## src/rtl/mac_tx_arbiter.sv

```systemverilog
// Frame-level IP/ARP arbiter in front of the 10G MAC TX stream input.
// A source keeps its grant until its tlast beat is taken; output is one register stage.
module mac_tx_arbiter #(
  parameter int P_PRIORITY_MODE = 0,
  parameter int P_CNT_WIDTH     = 16
) (
  input  logic                   i_clk,
  input  logic                   i_rst,
  input  logic [63:0]            s_axis_ip_data,
  input  logic [79:0]            s_axis_ip_user,
  input  logic [7:0]             s_axis_ip_keep,
  input  logic                   s_axis_ip_last,
  input  logic                   s_axis_ip_valid,
  output logic                   s_axis_ip_ready,
  input  logic [63:0]            s_axis_arp_data,
  input  logic [79:0]            s_axis_arp_user,
  input  logic [7:0]             s_axis_arp_keep,
  input  logic                   s_axis_arp_last,
  input  logic                   s_axis_arp_valid,
  output logic                   s_axis_arp_ready,
  output logic [63:0]            m_axis_mac_data,
  output logic [79:0]            m_axis_mac_user,
  output logic [7:0]             m_axis_mac_keep,
  output logic                   m_axis_mac_last,
  output logic                   m_axis_mac_valid,
  input  logic                   m_axis_mac_ready,
  output logic [1:0]             o_active_src,
  output logic [P_CNT_WIDTH-1:0] o_ip_frame_cnt,
  output logic [P_CNT_WIDTH-1:0] o_arp_frame_cnt
);

  localparam logic [1:0] S_IDLE = 2'b00;
  localparam logic [1:0] S_IP   = 2'b01;
  localparam logic [1:0] S_ARP  = 2'b10;

  logic [1:0]             r_state;
  logic                   r_last_arp;
  logic [63:0]            r_data;
  logic [79:0]            r_user;
  logic [7:0]             r_keep;
  logic                   r_last;
  logic                   r_valid;
  logic [P_CNT_WIDTH-1:0] r_ip_cnt;
  logic [P_CNT_WIDTH-1:0] r_arp_cnt;

  logic       w_free;
  logic       w_ld_ip;
  logic       w_ld_arp;
  logic       w_ld;
  logic [1:0] w_grant;

  assign w_free = !r_valid | m_axis_mac_ready;

  assign s_axis_ip_ready  = (r_state == S_IP) & w_free;
  assign s_axis_arp_ready = (r_state == S_ARP) & w_free;

  assign w_ld_ip  = s_axis_ip_valid & s_axis_ip_ready;
  assign w_ld_arp = s_axis_arp_valid & s_axis_arp_ready;
  assign w_ld     = w_ld_ip | w_ld_arp;

  // Tie goes to ARP in fixed mode, else to whoever was not served last
  always_comb begin
    w_grant = S_IDLE;
    unique case (1'b1)
      s_axis_ip_valid & s_axis_arp_valid:
        w_grant = (P_PRIORITY_MODE == 1 || !r_last_arp) ?
                  S_ARP : S_IP;
      s_axis_ip_valid & !s_axis_arp_valid:
        w_grant = S_IP;
      !s_axis_ip_valid & s_axis_arp_valid:
        w_grant = S_ARP;
      default:
        w_grant = S_IDLE;
    endcase
  end

  always_ff @(posedge i_clk or negedge i_rst) begin
    if (!i_rst) begin
      r_state    <= S_IDLE;
      r_last_arp <= 1'b1;
      r_data     <= '0;
      r_user     <= '0;
      r_keep     <= '0;
      r_last     <= 1'b0;
      r_valid    <= 1'b0;
      r_ip_cnt   <= '0;
      r_arp_cnt  <= '0;
    end else begin
      if (w_ld) begin
        r_data  <= w_ld_arp ? s_axis_arp_data : s_axis_ip_data;
        r_user  <= w_ld_arp ? s_axis_arp_user : s_axis_ip_user;
        r_keep  <= w_ld_arp ? s_axis_arp_keep : s_axis_ip_keep;
        r_last  <= w_ld_arp ? s_axis_arp_last : s_axis_ip_last;
        r_valid <= 1'b1;
      end else if (m_axis_mac_ready) begin
        r_valid <= 1'b0;
      end

      unique case (r_state)
        S_IDLE: r_state <= w_grant;
        S_IP: begin
          if (w_ld_ip & s_axis_ip_last) begin
            r_state    <= S_IDLE;
            r_last_arp <= 1'b0;
            r_ip_cnt   <= r_ip_cnt + P_CNT_WIDTH'(1);
          end
        end
        S_ARP: begin
          if (w_ld_arp & s_axis_arp_last) begin
            r_state    <= S_IDLE;
            r_last_arp <= 1'b1;
            r_arp_cnt  <= r_arp_cnt + P_CNT_WIDTH'(1);
          end
        end
        default: r_state <= S_IDLE;
      endcase
    end
  end

  assign m_axis_mac_data  = r_data;
  assign m_axis_mac_user  = r_user;
  assign m_axis_mac_keep  = r_keep;
  assign m_axis_mac_last  = r_last;
  assign m_axis_mac_valid = r_valid;
  assign o_active_src     = r_state;
  assign o_ip_frame_cnt   = r_ip_cnt;
  assign o_arp_frame_cnt  = r_arp_cnt;

endmodule

```

## config.mk

```make
export PLATFORM = sky130hd
export DESIGN_NAME = mac_tx_arbiter
export DESIGN_NICKNAME = d
export VERILOG_FILES = /design/src/rtl/mac_tx_arbiter.sv
export SDC_FILE = /design/constraint.sdc
export NUM_CORES = 1
export LEC_CHECK = 0
export ABC_CLOCK_PERIOD_IN_PS = 2000
export CAP_MARGIN = 20
export CELL_PAD_IN_SITES_DETAIL_PLACEMENT = 2
export CELL_PAD_IN_SITES_GLOBAL_PLACEMENT = 2
export CORE_ASPECT_RATIO = 1.5
export CORE_MARGIN = 2
export CORE_UTILIZATION = 22
export CTS_BUF_LIST = sky130_fd_sc_hd__clkbuf_2
export CTS_CLUSTER_SIZE = 25
export DETAILED_ROUTE_END_ITERATION = 10
export GPL_ROUTABILITY_DRIVEN = 0
export HOLD_SLACK_MARGIN = 0.08
export PLACE_DENSITY_LB_ADDON = 0.1
export REMOVE_ABC_BUFFERS = 1
export SLEW_MARGIN = 20
export SYNTH_ARGS = -nofsm -noshare
export SYNTH_HDL_FRONTEND = slang
export SYNTH_SLANG_ARGS = --single-unit
```

## constraint.sdc

```tcl
create_clock -name i_clk -period 2 [get_ports i_clk]
set_input_delay 0.2 -clock i_clk [delete_from_list [all_inputs] [get_ports i_clk]]
set_output_delay 0.2 -clock i_clk [all_outputs]
set_load 0.03 [all_outputs]
```

# After elaboration in Yosys (flattened, before gate mapping)
# Cells that the tools add are included.
[op_classes]
add_sub_neg = 2
eq_ne = 4
n_mux = 14
bitwise_logic = 11
reduce_logical = 10
[op_table]
columns = ["cell", "n"]
rows = [
  ["$mux W80", 1],
  ["$mux W64", 1],
  ["$add A16 B1 Y16 const B", 2],
  ["$pmux W2 S3", 2],
  ["$and A1 B1 Y1", 9],
  ["$mux W8", 1],
  ["$mux W2", 3],
  ["$reduce_and A2 Y1", 3],
  ["$mux W1", 5],
  ["$ne A2 B1 Y1 const B", 2],
  ["$reduce_bool A2 Y1", 2],
  ["$logic_not A1 Y1", 3],
  ["$reduce_and A3 Y1", 1],
  ["$eq A2 B1 Y1 const B", 1],
  ["$eq A2 B2 Y1 const B", 1],
  ["$logic_not A2 Y1", 1],
  ["$or A1 B1 Y1", 2],
  ["$pmux W1 S2", 1],
]
[totals]
reg_bits = 189
out_inout_bits = 190
word_cells = 50

# Logic depth before layout (Yosys ltp)
[depth]
word_depth = 7
depth_mapped = 8
mapped_depth_nobuf = 5

# Worst setup path after synthesis
# Ideal clock, no wire load.
[synth_path]
path_type = "register -> register"
from = "register r_state[0], in the netlist o_active_src[0]"
to = "register r_data[10], in the netlist m_axis_mac_data[10]"
arrival_time_ns = 1.563
path_slack_ns = 0.317
path_stages_with_launch = 8
path_buffers = 3
synth_period_minus_slack_ns = 1.683
cell_sequence = "dfrtp_1 -> nor2b_2 -> and3_1 -> buf_4 -> buf_8 -> buf_8 -> a21oi_2 -> a21oi_2"
[synth_via]
elab_chain_cells = 4
word_cells_on_any_way = 8
[synth_lines]
columns = ["element", "line", "source"]
rows = [
  ["from (decl)", "36", "logic [1:0] r_state;"],
  ["from (signal assigned)", "100", "S_IDLE: r_state <= w_grant;"],
  ["$eq A2 B2 Y1 or $eq A2 B1 Y1 (tied branches)", "55, 54", ""],
  ["$and A1 B1 Y1, on equally long branches", "55, 54", ""],
  ["$and A1 B1 Y1, on equally long branches", "58, 57", ""],
  ["$mux W64 or $or A1 B1 Y1 (tied branches)", "90, 59", ""],
  ["to (signal assigned)", "90", "r_data <= w_ld_arp ? s_axis_arp_data : s_axis_ip_data;"],
  ["to (decl)", "38", "logic [63:0] r_data;"],
]
# Several ways; a longest one is shown, not always the timed one.
# A chain may end at the register's enable or synchronous reset.

# Worst setup path in the final report
[layout_path]
from = "register r_state[1], in the netlist o_active_src[1]"
to = "output port s_axis_ip_ready"
[layout_via]
elab_chain_cells = 2
[layout_lines]
columns = ["element", "line", "source"]
rows = [
  ["$eq A2 B1 Y1", "54", "assign s_axis_ip_ready = (r_state == S_IP) & w_free;"],
  ["$and A1 B1 Y1", "54", ""],
  ["to (decl)", "14", "output logic s_axis_ip_ready,"],
]
# No other way between the ends.

==> qor.csv <==
metric;value;unit
run_status;finished with violations;
violations;setup timing;
synth_cell_types;34;
nFillCells;4311;
core;0.0409;mm2
routedWlPerCell;22.5;um
drt-initial-drc-count;362;
die-area;0.0429;mm2
io_buffers;500;
multiInputGateArea;0.00396;mm2
ys_ff_latch;189;
setup_ws;-27.7;ps
routed_wl;53400;um
finalHoldViolations;0;
antenna_found_initial;16;
rsz0062_at_grt;true;
drt-vias-per-instance;4.63;
hold-worst-slack;237;ps
intPower;11.6;mW
ys_seq_area_share;52.2;%
power_leakage;8.06;nW
tritoncts;yes;
cts_buffer_depth;2;
initial_core_util;22.2;%
clock-sinks;189;
final.period_utilization;101;%
crit_path_start_kind;flip-flop;
worst-setup-path-type;reg -> out;
rows;91;
antenna_left;0;
cts_max_level;4;
maxSlewViolCount;0;
avgSynthCellArea;9.25;um2
max-slew-margin-rel;62.6;%
pwr-share-comb;61.1;%
min_period;2030;ps
root_buffer;clkbuf_2;
area_growth_syn_to_layout;106;%
crit_arrival;1830;ps
path_max_fanout;6;
setup-violations-final;2;
final_area;0.0187;mm2
cts-buffers-inserted;17;
clk_pin_slew;280;ps
synthCells;980;
tightest_slew;561;ps
r2r_slack;70;ps
seq_area;0.00474;mm2
fmax;0.493;GHz
die_height;253;um
grt_max_degree;64;
clock_latency;870;ps
chipWidth;170;um
seq_power_share;29.1;%
synth_area;0.00906;mm2
placed_cell_area;0.0150;mm2
gr-usage-all-layers;24.2;%
min_path_type;in -> reg;
cp-end-kind;primary output;
vias;11000;
nets;2145;
finClkSkew;60.2;ps
ys_warn_count;0;
drive_gt1_share;23.8;%
power_switching;11.2;mW
p_sw_share;49.2;%
dr.pass1.iters;4;
gr-total-overflow;0;
p_clk_share;9.8;%
max_cap_viol_count;0;
hpwlAfterDp;33400;um
peakVddDrop;0.599;mV
drc;0;
cp.required;1800;ps
grt_first_pass_wirelength;78100;um
powerDensity;1220;mW/mm2
pin_count;501;
first_global_vias;12900;
cell usage in the layout, fill, tap and decap left out, types with 57 or more instances in the layout:
master	Yosys	final
dfrtp_1	188	180
clkdlybuf4s50_1	0	309
a21oi_1	186	181
clkdlybuf4s15_2	0	94
buf_4	4	57
a21oi_2	120	125
dlygate4sd3_1	0	310
nor2_1	157	157
clkbuf_2	0	86
nand2_1	168	168
critical path, cell delays in order (launching register included):
cell	delay [ps]
dfrtp_2	510
buf_6	130
nor2b_4	100
and2_4	140
buf_6	120
cell type report:
cell class / count / share of cell area [%]
tap: 511 / 3.42
inverter: 3 / 0.0603
multi-input combinational: 719 / 21.2
antenna: 18 / 0.241
timing repair buffer: 902 / 48.3
sequential: 189 / 25.4
clock buffer: 18 / 0.482
clock inverter: 13 / 0.891
repair_timing:
item | in CTS | in global routing
resized for setup | 456 | 119
hold buffers | 311 | 0
hold endpoints to repair | 348 | 0
pin swaps | 0 | 3
setup endpoints to repair | 190 | 109
buffers inserted | 18 | 28
gates cloned | 0 | 3
power groups by stage:
stage               clock (mW)  sequential [mW]  combinational [mW]
CTS                       2.39             6.57                13.7
finish                    2.24             6.64                14.0
global route              2.50             6.90                14.9
detailed placement           0             6.68                13.6
floorplan                    0             9.93                4.11
global placement             0             6.60                13.4
per-stage QoR:
| step | utilization [%] | TNS, ps | setup WS, ps | power [mW] | std cells |
|---|---|---|---|---|---|
| 5_1_grt | 45.7 | -1050 | -215 | 24.3 | 2372 |
| 3_3_place_gp | 36.7 | 0 | 83.0 | 20.0 | 1965 |
| 4_1_cts | 45.6 | -402 | -172 | 22.6 | 2324 |
| 6_report | 45.7 | -44.7 | -27.7 | 22.8 | 2373 |
| 2_1_floorplan | - | -489820 | -3460 | 14.0 | 911 |
| 3_5_place_dp | 36.7 | 0 | 82.8 | 20.3 | 1965 |
routing by layer:
layer	GRT usage, %	part of all wire [%]	vias up
li1	-	-	5000
met1	24.4	35	5511
met2	46.0	55	363
met3	5.32	4.7	113
met4	12.6	4.9	2
met5	0	0.021	-
cell families (layout without fill, tap and decap cells):
logic type	after synthesis	count (layout)	share of synthesized area, %
AO/OA/AOI/OAI	308	308	22.0
XOR/XNOR	30	30	2.90
adder cells (fa/ha/maj)	2	2	0.276
buffers and inverters	72	936	4.94
flip-flops	189	189	52.2
multiplexers	2	2	0.248
other	0	18	0
AND/OR/NAND/NOR	377	377	17.4
synth_stat cells:
cell	count	area (um2)
clkbuf_1	21	78.8
a31oi_1	1	6.26
and2_1	3	18.8
mux2_2	1	11.3
nand4_1	8	50.1
ha_1	2	25.0
buf_8	7	105
xor2_1	10	87.6
and4_1	5	43.8
nor2b_2	1	8.76
xnor2_1	20	175
nor4b_4	2	47.6
nand3b_1	2	15.0
and2b_1	1	7.51
a21oi_1	186	931
nand4b_2	1	15.0
nor4_1	2	12.5
o21ai_0	1	5.00
nor2_1	157	589
dfrtp_1	188	4700
nand2b_1	2	12.5
nor2b_1	1	6.26
mux2_1	1	11.3
inv_1	3	11.3
dfstp_2	1	26.3
buf_6	7	78.8
buf_4	4	30.0
nand3_1	15	75.1
buf_1	5	18.8
nand2_1	168	631
a21oi_2	120	1050
nor3_1	6	30.0
and3_1	3	18.8
buf_2	25	125
sequential cells by signal, summed over array words and instances (netlist names):
signal            flops
r_last_arp            1
o_arp_frame_cnt      16
o_ip_frame_cnt       16
m_axis_mac_last       1
m_axis_mac_data      64
m_axis_mac_valid      1
o_active_src          2
m_axis_mac_user      80
m_axis_mac_keep       8
path summary, 6_finish.rpt:
| kind | cells after the start | startpoint | to |
|---|---|---|---|
| worst max-delay path | 4 | o_active_src[1] | s_axis_ip_ready |
| worst min-delay path | 4 | m_axis_mac_ready | o_active_src[1] |
| worst max register to register | 9 | o_active_src[0] | m_axis_mac_data[22] |
| worst min register to register | 2 | r_last_arp | r_last_arp |
| max in group asynchronous | 5 | i_rst | m_axis_mac_data[2] |
| min in group asynchronous | 4 | i_rst | m_axis_mac_data[1] |
(Power assumes the default switching activity.)
==> RTL change: new RTL, same settings <==
Change the parameter `P_CNT_WIDTH` from 16 to 18.
--- a/src/rtl/mac_tx_arbiter.sv
+++ b/src/rtl/mac_tx_arbiter.sv
@@ -2,7 +2,7 @@
 // A source keeps its grant until its tlast beat is taken; output is one register stage.
 module mac_tx_arbiter #(
   parameter int P_PRIORITY_MODE = 0,
-  parameter int P_CNT_WIDTH     = 16
+  parameter int P_CNT_WIDTH     = 18
 ) (
   input  logic                   i_clk,
   input  logic                   i_rst,
Interface: changed (resized o_arp_frame_cnt and o_ip_frame_cnt); port bits go from 501 to 505. No check against the original RTL was run, so the function may have changed too.
==> RTL change against the unedited design <==
- critical path depth down 1
- total power shrank 5.5%
- worst setup slack worse by 93 ps
- count of clock-buffer cells in the layout is 3 higher
- area after synthesis shrank 2.1%
- sequential cell count rose by 4
- critical endpoint unchanged
- first-iteration DRC count fell by 40%
- hold slack gained 42 ps
- highest routed layer is now met4
- sequential share of layout area rose by 0.79 points
- the run still ends with setup timing left
- design area decreased by 1.0%
- wire length is 7.1% lower
- global-route usage is 0.68 points lower
==> RTL change: results <==
metrics = {
    "drt": {
        "dr_wl_met2_microns": 27390,
        "wl_per_cell_microns": 22.20,
        "vias": 10010,
        "drt_iter0_drc": 218,
        "wl_met3_microns": 2848,
        "m1WireLength_microns": 17360,
        "routed_wl_microns": 49590,
    },
    "pwr": {
        "peakVddDrop_uv": 469.5,
        "power.share.switching_pct": 47.02,
        "power_frac_clock_pct": 9.9,
        "p_leak_uw": 0.008665,
    },
    "final_layout": {
        "drive_gt1_share_pct": 19.42,
        "fill_cells": 4098,
        "nets": 2010,
    },
    "sta": {
        "setup_viol": 2,
        "tightest_slew_ps": 593.8,
        "holdWs_ps": 278.7,
        "skew_ps": 47.61,
        "setup_ws_ps": -121.2,
    },
    "yosys": {
        "syn_inst": 827,
        "synth_common_cells": "dfrtp_1 (192), nor2_1 (158), a21oi_1 (154), mux2i_1 (152), buf_2 (27)",
        "ys.flop_type": "dfrtp_1",
        "synthTopCellsByArea": "dfrtp_1 (54%), mux2i_1 (17%), a21oi_1 (8.7%)",
        "synth.yosys.seq_area_share_pct": 54.44,
    },
    "placement": {
        "port_buffers": 504,
        "dpl-instance-area_sq_um": 14770,
        "dpl.cell_count": 1828,
        "place_ws_ps": 118.9,
    },
    "outcome": {
        "violations": "setup timing",
        "status": "finished, violations left",
    },
    "min_path": {
        "min_to": "o_ip_frame_cnt[3]",
        "hold_depth": 6,
        "hold_path_class": "in2reg",
    },
    "grt": {
        "grt_pass1_wl_microns": 74440,
        "antenna_found_initial": 17,
        "track_usage_pct": 23.51,
        "grt_max_degree": 54,
    },
    "critical_path": {
        "crit-reg2reg-capture": "o_arp_frame_cnt[14]",
        "worstRegToRegCells": 6,
        "cp_max_fo": 4,
        "arrival_ps": 1920,
    },
    "clock_tree": {
        "clk_pin_slew_ps": 310,
        "post_cts_buffers": 33,
        "cts_resized": 589,
    },
}
[RTL change: cell count changes after synthesis, sizes merged, moves of 2 or more]
cell    unedited run  this run
clkbuf            21        10
nor4b              2         0
dfrtp            188       192
buf               48        44
mux2i              0       152
nor3               6         4
inv                3         0
and3               3         7
nand2            168        14
a21oi            306       154
xnor2             20        24
nand4              8        10
nand3             15        19
[RTL change: cell families after synthesis]
logic type	after synthesis	synth area share [%]
AO/OA/AOI/OAI	156	8.813
AND/OR/NAND/NOR	234	11.72
adder cells (fa/ha/maj)	2	0.2820
XOR/XNOR	34	3.356
multiplexers	154	17.40
flip-flops	193	54.44
buffers and inverters	54	3.990
[RTL change: area by class of cell]
cell class | instances | area (sq um) | share of cell area, %
Timing Repair Buffer | 905 | 8992 | 48.65
Sequential cell | 193 | 4838 | 26.18
Multi-Input combinational cell | 580 | 3740 | 20.23
Tap cell | 506 | 633.1 | 3.425
Clock inverter | 11 | 130.1 | 0.7040
Clock buffer | 21 | 105.1 | 0.5686
Antenna cell | 18 | 45.04 | 0.2437
[RTL change: power by group through the flow]
| stage | Clock (uW) | Sequential, uW | Combinational [uW] |
|---|---|---|---|
| floorplan | 0 | 9870 | 3270 |
| global placement | 0 | 6640 | 12200 |
| detailed placement | 0 | 6740 | 12400 |
| CTS | 2300 | 6590 | 12700 |
| global route | 2410 | 6900 | 13600 |
| finish | 2150 | 6670 | 12800 |
[RTL change: worst register-to-register path: stages (launching register included)]
cell      delay (ps)
dfrtp_2          500
buf_4            140
buf_4            120
nand4b_1         240
or3_4            410
nor4_2           290
xor2_1           170
[RTL change: metal layers]
metal	GRT usage (%)	up-vias
met5	0	-
met4	10.98	0
met3	5.772	79
met2	44.69	336
met1	23.81	4979
li1	-	4617
